===== config.mk =====
export PLATFORM = sky130hd
export DESIGN_NAME = axis_res_streamer
export DESIGN_NICKNAME = d
export VERILOG_FILES = /design/src/rtl/myip_pkg.sv /design/src/rtl/axis_skid_buf.sv /design/src/rtl/axis_res_streamer.sv
export SDC_FILE = /design/constraint.sdc
export NUM_CORES = 1
export LEC_CHECK = 0
export CORE_ASPECT_RATIO = 1.75
export CORE_MARGIN = 4
export CORE_UTILIZATION = 50
export DETAILED_ROUTE_END_ITERATION = 16
export PLACE_DENSITY = 0.8
export SYNTH_ARGS = -nofsm -noshare
export SYNTH_HDL_FRONTEND = slang
export SYNTH_SLANG_ARGS = --single-unit

===== constraint.sdc =====
create_clock -name ACLK -period 3.6 [get_ports ACLK]
set_clock_uncertainty 0.15 [all_clocks]
set_input_delay 0.72 -clock ACLK [delete_from_list [all_inputs] [get_ports ACLK]]
set_output_delay 0.72 -clock ACLK [all_outputs]
set_load 0.005 [all_outputs]

===== src/rtl/myip_pkg.sv =====
// Shared definitions for the myip result-streaming blocks: frame FSM
// encoding and default RAM geometry.
package myip_pkg;

  typedef enum logic [1:0] {
    IDLE   = 2'd0,
    STREAM = 2'd1,
    DONE   = 2'd2
  } state_t;

  localparam int DEF_RAM_WIDTH  = 8;
  localparam int DEF_ADDR_WIDTH = 3;

endpackage


===== src/rtl/axis_skid_buf.sv =====
// Two-entry FIFO that holds read data until the stream accepts it.
// The caller guarantees it never pushes into a full buffer.
module axis_skid_buf
  import myip_pkg::*;
#(
  parameter int W = DEF_RAM_WIDTH + 1
) (
  input  logic         clk,
  input  logic         rst,
  input  logic         push_valid,
  input  logic [W-1:0] push_data,
  output logic         head_valid,
  output logic [W-1:0] head_data,
  input  logic         pop_ready,
  output logic [1:0]   count
);

  logic [W-1:0] mem [2];
  logic         rd_ptr;
  logic         wr_ptr;
  logic         pop;

  assign head_valid = (count != 2'd0);
  assign head_data  = mem[rd_ptr];
  assign pop        = head_valid & pop_ready;

  always_ff @(posedge clk) begin
    if (rst) begin
      mem[0] <= '0;
      mem[1] <= '0;
      rd_ptr <= 1'b0;
      wr_ptr <= 1'b0;
      count  <= 2'd0;
    end else begin
      if (push_valid) begin
        mem[wr_ptr] <= push_data;
        wr_ptr      <= ~wr_ptr;
      end
      if (pop) begin
        rd_ptr <= ~rd_ptr;
      end
      count <= count + {1'b0, push_valid} - {1'b0, pop};
    end
  end

endmodule


===== src/rtl/axis_res_streamer.sv =====
// Streams num_words result-RAM words onto an AXI-Stream master port.
// Handshake: a beat transfers on a cycle with TVALID and TREADY both high; TVALID/TDATA/TLAST hold until then.
module axis_res_streamer
  import myip_pkg::*;
#(
  parameter int RAM_WIDTH  = DEF_RAM_WIDTH,
  parameter int ADDR_WIDTH = DEF_ADDR_WIDTH
) (
  input  logic                  ACLK,
  input  logic                  ARESET,
  input  logic                  start,
  input  logic [ADDR_WIDTH:0]   num_words,
  output logic                  busy,
  output logic                  done,
  output logic                  res_en,
  output logic [ADDR_WIDTH-1:0] res_addr,
  input  logic [RAM_WIDTH-1:0]  res_data,
  output logic                  M_AXIS_TVALID,
  output logic [31:0]           M_AXIS_TDATA,
  output logic                  M_AXIS_TLAST,
  input  logic                  M_AXIS_TREADY
);

  localparam logic [ADDR_WIDTH:0] ONE = {{ADDR_WIDTH{1'b0}}, 1'b1};

  state_t                state;
  logic [ADDR_WIDTH:0]   nw_q;
  logic [ADDR_WIDTH:0]   rd_cnt;
  logic [ADDR_WIDTH:0]   beat_cnt;
  logic [ADDR_WIDTH-1:0] addr_q;
  logic                  rd_pend;
  logic                  rd_pend_last;
  logic [1:0]            buf_count;
  logic [RAM_WIDTH:0]    buf_data;
  logic                  buf_valid;
  logic                  hs;
  logic                  rd_last;
  logic                  last_beat;
  logic [2:0]            occ_after;

  assign hs        = buf_valid & M_AXIS_TREADY;
  assign rd_last   = (rd_cnt + ONE) == nw_q;
  assign last_beat = hs && ((beat_cnt + ONE) == nw_q);

  // Credit for the beat leaving this cycle keeps one read per cycle in flight.
  assign occ_after = {1'b0, buf_count} + {2'b0, rd_pend} - {2'b0, hs};
  assign res_en    = (state == STREAM) && (rd_cnt < nw_q) && (occ_after < 3'd2);
  assign res_addr  = addr_q;

  assign busy          = (state == STREAM) || (state == DONE);
  assign done          = (state == DONE);
  assign M_AXIS_TVALID = buf_valid;
  assign M_AXIS_TLAST  = buf_valid & buf_data[RAM_WIDTH];
  assign M_AXIS_TDATA  = 32'(buf_data[RAM_WIDTH-1:0]);

  always_ff @(posedge ACLK) begin
    if (ARESET) begin
      state        <= IDLE;
      nw_q         <= '0;
      rd_cnt       <= '0;
      beat_cnt     <= '0;
      addr_q       <= '0;
      rd_pend      <= 1'b0;
      rd_pend_last <= 1'b0;
    end else begin
      rd_pend      <= res_en;
      rd_pend_last <= res_en & rd_last;
      case (state)
        IDLE: begin
          if (start) begin
            nw_q     <= num_words;
            rd_cnt   <= '0;
            beat_cnt <= '0;
            addr_q   <= '0;
            state    <= (num_words == '0) ? DONE : STREAM;
          end
        end
        STREAM: begin
          if (res_en) begin
            rd_cnt <= rd_cnt + ONE;
            // Address parks on the final word instead of wrapping.
            if (!rd_last) begin
              addr_q <= addr_q + 1'b1;
            end
          end
          if (hs) begin
            beat_cnt <= beat_cnt + ONE;
          end
          if (last_beat) begin
            state <= DONE;
          end
        end
        DONE:    state <= IDLE;
        default: state <= IDLE;
      endcase
    end
  end

  axis_skid_buf #(
    .W (RAM_WIDTH + 1)
  ) u_skid (
    .clk        (ACLK),
    .rst        (ARESET),
    .push_valid (rd_pend),
    .push_data  ({rd_pend_last, res_data}),
    .head_valid (buf_valid),
    .head_data  (buf_data),
    .pop_ready  (M_AXIS_TREADY),
    .count      (buf_count)
  );

endmodule


==> flow_summary.json, run 1 <==
{
  "setup_slack_ps": 90.5,
  "crit_fanout": 2,
  "area_growth_pct": 22.2,
  "grt_use_total": 0.191,
  "setup_tns_ps": 0,
  "place.gp.congestion": 0.915,
  "fin_crit_sh": 0.975,
  "startpoint": "M_AXIS_TREADY",
  "cts_buffers": 5,
  "max_freq_mhz": 285,
  "worstSetupEndpointType": "primary output",
  "cp.arrival_ps": 2640,
  "antennaDiodeCount": 0,
  "ys_types": 45,
  "drv_slew": 0,
  "clk_path_buf_depth": 2,
  "grt_pass1_wl_um": 8590,
  "yosys.area.top_type_share": 0.228,
  "clock_sinks": 42,
  "fin_nets": 320,
  "rsz0062_at_grt": "no",
  "reg2regPathDepth": 16,
  "clock_latency_ps": 300,
  "grt_start_max_net_pins": 30,
  "finalSetupViolCount": 0,
  "antenna_found_initial": 0,
  "vias": 1827,
  "hold_depth": 2,
  "ys_ff_latch": 42,
  "maxCapViolations": 0,
  "synth_flop_cell": "dfxtp_1",
  "fillers": 376,
  "yosys.area.top_type": "edfxtp_1",
  "drc_errors": 0,
  "dp_hpwl_um": 3600,
  "synth-edff-count": 18,
  "final_hold_viol_count": 0,
  "max_slew_margin": 0.386,
  "place_ws_ps": -504,
  "worstHoldStart": "nw_q[0]$_SDFFE_PP0P_",
  "dp.cells": 320,
  "grt_pass1_vias": 1875,
  "period_minus_slack_ps": 3510,
  "drt-initial-drc-count": 58,
  "start_util": 0.528,
  "syn_avg_cell_area_um2": 9.86,
  "die_y_um": 99.0,
  "port_buffers": 31,
  "hold_slack_ps": 348,
  "fin_cells": 343,
  "syn-instance-count": 240,
  "clk_pin_slew_worst_paths_ps": 80,
  "first_pass_iters": 5,
  "drt-total-wl_um": 5230,
  "cp.required_ps": 2730,
  "h-tree-depth": 2,
  "p_leak_nw": 1.19,
  "start_kind": "input pin",
  "cts_tree": "built",
  "netlist_top_cells_count": "buf_4 (24), dfxtp_1 (24), and2_1 (18), edfxtp_1 (18), a21oi_1 (17)",
  "rows": 32,
  "status": "complete, no violations",
  "drive_gt1_frac": 0.168,
  "cts_root_buf": "clkbuf_8",
  "die_x_um": 60.0,
  "tightestPinTransition_ps": 920,
  "synthArstFlopShare": 0,
  "core_area_mm2": 0.00448,
  "regToRegStartpoint": "u_skid.count[1]$_SDFF_PP0_",
  "seq_area_frac_synth": 0.431,
  "ant_nets": 0,
  "yosysWarnings": 0,
  "min_path_type": "reg2reg",
  "netlist_area_mm2": 0.00237,
  "viasPerCell": 5.33,
  "wl_per_cell_um": 15.2,
  "grt.overflow.total": 0,
  "final_core_util": 0.645,
  "power_density_mw_per_mm2": 506,
  "vdd_drop_max_v": 0.000459,
  "crit_type": "in2out",
  "ios": 56,
  "die_area_mm2": 0.00594,
  "ys_top_cells_by_area": "edfxtp_1 (23%), dfxtp_1 (20%), buf_4 (7.6%)"
}
[cell type report]
cell class                      count  area, um2  share of cell area
Clock buffer                        6       72.6              0.0251
Timing Repair Buffer               52        464               0.160
Tap cell                           51       63.8              0.0221
Multi-Input combinational cell    177       1180               0.410
Sequential cell                    42       1020               0.353
Clock inverter                      2       37.5              0.0130
Inverter                           13       48.8              0.0169
[metal layers]
layer	vias to the layer above	part of all wire	track usage
met5	-	0	0
met4	0	0.045	0.102
met3	21	0.044	0.0315
met2	60	0.57	0.355
met1	864	0.34	0.190
li1	882	-	-
[worst paths after layout]
check / to / slack, ps
setup / recovery: res_en / 90
hold / removal: nw_q[0]$_SDFFE_PP0P_ / 350
setup reg to reg: rd_pend_last$_SDFF_PP0_ / 290
hold reg to reg: nw_q[0]$_SDFFE_PP0P_ / 350
[placed cells by master, fill, tap and decap left out, types with 11 or more instances in the layout]
master and n:
a21oi_1 17, and2_1 18, buf_4 21, clkdlybuf4s50_1 29, conb_1 24, dfxtp_1 24, edfxtp_1 18, ha_1 11
inv_1 11, nand2_1 12, nand3_1 12
[state kept, by name (all words and copies together) (netlist names), named ones only]
register and cells:
rd_pend_last 1, res_addr 3, rd_cnt 4, u_skid.count 2
u_skid.rd_ptr 1, nw_q 4, rd_pend 1, beat_cnt 4
u_skid.wr_ptr 1, u_skid.mem 18, state 2
[cell families (layout without fill, tap and decap cells)]
| group | count (synthesis) | after routing | synth area share |
|---|---|---|---|
| AO/OA/AOI/OAI | 37 | 37 | 0.0925 |
| XOR/XNOR | 14 | 14 | 0.0518 |
| adder cells (fa/ha/maj) | 13 | 13 | 0.0719 |
| buffers and inverters | 44 | 73 | 0.109 |
| flip-flops | 42 | 42 | 0.431 |
| multiplexers | 11 | 11 | 0.0534 |
| other | 1 | 24 | 0.00158 |
| AND/OR/NAND/NOR | 78 | 78 | 0.189 |
[per-stage QoR]
stage | power [mW] | area [um2]
3_3_place_gp | 1.01 | 2660
6_report | 1.46 | 2890
4_1_cts | 1.46 | 2900
2_1_floorplan | 0.867 | 2450
5_1_grt | 1.55 | 2890
3_5_place_dp | 1.03 | 2660
[where the power goes]
group          leakage, nW  total [mW]  internal (mW)  switching [mW]
clock               0.0514       0.371          0.207           0.164
combinational        0.758       0.507          0.278           0.229
sequential           0.381       0.586          0.540          0.0456
[critical path, stage by stage]
cell,delay (ps)
clkdlybuf4s15_2,190
o21a_1,130
ha_1,300
inv_1,60
ha_2,170
fa_2,460
nor4_4,240
nand2_1,130
inv_2,120
buf_2,110
[timing repair]
item,in CTS,in global routing
endpoints found under the setup margin,1,3
pin swaps,4,2
gates resized for setup,11,0
gates cloned,0,0
buffers inserted,18,0
hold buffers,0,0
Note: power is estimated with default switching activity, not from simulation.
==> run 2, diff against run 1 <==
--- a/config.mk
+++ b/config.mk
@@ -7,9 +7,10 @@
 export LEC_CHECK = 0
 export CORE_ASPECT_RATIO = 1.75
 export CORE_MARGIN = 4
-export CORE_UTILIZATION = 50
+export CORE_UTILIZATION = 45
 export DETAILED_ROUTE_END_ITERATION = 16
-export PLACE_DENSITY = 0.8
+export HOLD_SLACK_MARGIN = 0.05
+export PLACE_DENSITY = 0.76
 export SYNTH_ARGS = -nofsm -noshare
 export SYNTH_HDL_FRONTEND = slang
 export SYNTH_SLANG_ARGS = --single-unit
==> constraint.sdc (replaced) <==
create_clock -name ACLK -period 2.9 [get_ports ACLK]
set_clock_uncertainty 0.15 [all_clocks]
set_input_delay 0.58 -clock ACLK [delete_from_list [all_inputs] [get_ports ACLK]]
set_output_delay 0.58 -clock ACLK [all_outputs]
set_load 0.005 [all_outputs]
==> run 2 against run 1 <==
The run now ends with negative setup slack left. Setup slack lost 340 ps. Flip-flop and latch count unchanged. Clock power rose by 22%. Sequential power is 23% higher. Critical path depth did not move. Final cell count is 1.5% higher. Clock-buffer cell count down 1. Cell area is 1.4% higher. Worst hold slack lost 15 ps. Highest routed layer unchanged. Non-clock buffer count increased by 2. Largest cell class unchanged. Sequential share of layout area down 0.40 points. Utilization is 6.1 points lower.
==> flow_summary.json, run 2 (synthesized netlist as in run 1, its figures left out) <==
{
  "startpoint": "u_skid.count[1]$_SDFF_PP0_",
  "status": "finished, violations left",
  "die_y_um": 104,
  "crit_path_max_incr_delay_ps": 460,
  "core_area_mm2": 0.00502,
  "rr_endpoint": "rd_pend_last$_SDFF_PP0_",
  "grt.overflow.total": 0,
  "clock_sinks": 42,
  "maxCapViolations": 0,
  "die_area_mm2": 0.00653,
  "viasPerCell": 5.30,
  "ant_nets": 0,
  "grt_start_max_net_pins": 19,
  "final_cell_mix": "clkdlybuf4s50_1 (29), conb_1 (24), dfxtp_1 (22)",
  "clock_latency_ps": 290,
  "antennaDiodeCount": 0,
  "h-tree-depth": 2,
  "hold_depth": 2,
  "crit_fanout": 2,
  "cts_buffers": 5,
  "drt-total-wl_um": 4790,
  "first_pass_iters": 4,
  "dp_hpwl_um": 3630,
  "rows": 34,
  "area_growth_pct": 23.9,
  "hold_slack_ps": 333,
  "place_ws_ps": -874,
  "wl_per_cell_um": 13.8,
  "grt_use_total": 0.152,
  "grt_pass1_vias": 1748,
  "period_minus_slack_ps": 3150,
  "vdd_drop_max_v": 0.000285,
  "critical_path_buf_inv_count": 4,
  "layout_commonest_cell": "clkdlybuf4s50_1",
  "cts_tree": "built",
  "hold_end": "beat_cnt[1]$_SDFFE_PP0P_",
  "violations": "negative setup slack",
  "cp_top_family": "adder cells",
  "crit_slowest_cell": "fa_2",
  "drive_gt1_frac": 0.184,
  "cp.arrival_ps": 2420,
  "port_buffers": 31,
  "drc_errors": 0,
  "cp.required_ps": 2170,
  "largest_reg_flops": 18,
  "rsz0062_at_grt": "yes",
  "reg2regPathDepth": 16,
  "start_kind": "flip-flop",
  "max_freq_mhz": 318,
  "cts_hold_repair.buffers": 0,
  "power_mw": 1.80,
  "clk_path_buf_depth": 2,
  "start_util": 0.472,
  "worstSetupEndpointType": "primary output",
  "tightestPinTransition_ps": 778,
  "regToRegStartpoint": "u_skid.count[1]$_SDFF_PP0_",
  "crit_type": "reg2out",
  "final_core_util": 0.584,
  "vias": 1846,
  "max_slew_margin": 0.480,
  "antenna_found_initial": 0,
  "worstHoldStart": "beat_cnt[1]$_SDFFE_PP0P_",
  "dp.cells": 330,
  "p_leak_nw": 1.22,
  "grt_pass1_wl_um": 7890,
  "ios": 56,
  "place.gp.congestion": 0.835,
  "fin_crit_sh": 1.09,
  "cp_cell_sequence": "o21a_1 -> ha_1 -> inv_1 -> ha_2 -> fa_2 -> nor4_4 -> nand2_1 -> buf_4 -> inv_2 -> buf_2",
  "setup_slack_ps": -247,
  "finalSetupViolCount": 3,
  "cts_root_buf": "clkbuf_8",
  "power_density_mw_per_mm2": 613,
  "drv_slew": 0,
  "clk_pin_slew_worst_paths_ps": 80,
  "min_path_type": "reg2reg",
  "fin_cells": 348,
  "drt-initial-drc-count": 40,
  "r2r_setup_slack_ps": -140,
  "top_register": "u_skid.mem",
  "die_x_um": 62.8,
  "final_hold_viol_count": 0,
  "fin_nets": 322
}
[run 2: cell types whose count changed in the layout (fill, tap and decap cells not counted), moves of 2 or more]
cell | previous run | this run
dfxtp_2 | 0 | 2
clkinv_2 | 0 | 2
buf_4 | 21 | 16
dfxtp_1 | 24 | 22
buf_6 | 0 | 7
[run 2: metrics by stage]
step | cell area, um2 | TNS (ps)
after floorplan | 2450 | -16.1
after global placement | 2720 | -3300
after detailed placement | 2720 | -3520
after CTS | 2920 | -655
after global routing | 2930 | -729
final | 2930 | -450
[run 2: what timing repair did]
item                                    4_1_cts  5_1_grt
gates resized for setup                      20        1
setup buffers                                11        2
pin swaps                                     5        5
cloned                                        0        0
endpoints found under the setup margin        7        4
[run 2: worst max path at each step]
stage | cells after the start | end | slack [ps]
after floorplan | 8 | res_en | -20
after global placement | 10 | res_en | -870
after detailed placement | 10 | res_en | -870
after CTS | 10 | res_en | -350
after global routing | 10 | res_en | -340
final | 10 | res_en | -250
[run 2: report_power, final]
group	internal [mW]	switching (mW)	leakage [nW]
sequential	0.672	0.0509	0.382
clock	0.253	0.199	0.0579
combinational	0.348	0.275	0.776
total	1.27	0.525	1.22
[run 2: area by class of cell]
type / count / area (um2)
clock buffers: 5 / 68.8
well taps: 54 / 67.6
repair buffers: 54 / 499
inverters: 13 / 48.8
fillers: 460 / 2090
flip-flops and latches: 42 / 1020
multi-input cells: 177 / 1180
clock inverters: 3 / 40.0
[run 2: layer usage]
metal  share of wire  vias to the layer above  GRT usage
li1                -                      889          -
met2            0.56                       73      0.289
met3           0.057                       10     0.0389
met1            0.35                      874      0.144
met4           0.029                        0     0.0806
met5               0                        -          0
[run 2: worst min-delay path: stages (launching register included)]
cell and delay [ps]:
dfxtp_1 340, nand2_1 60, a21oi_1 50
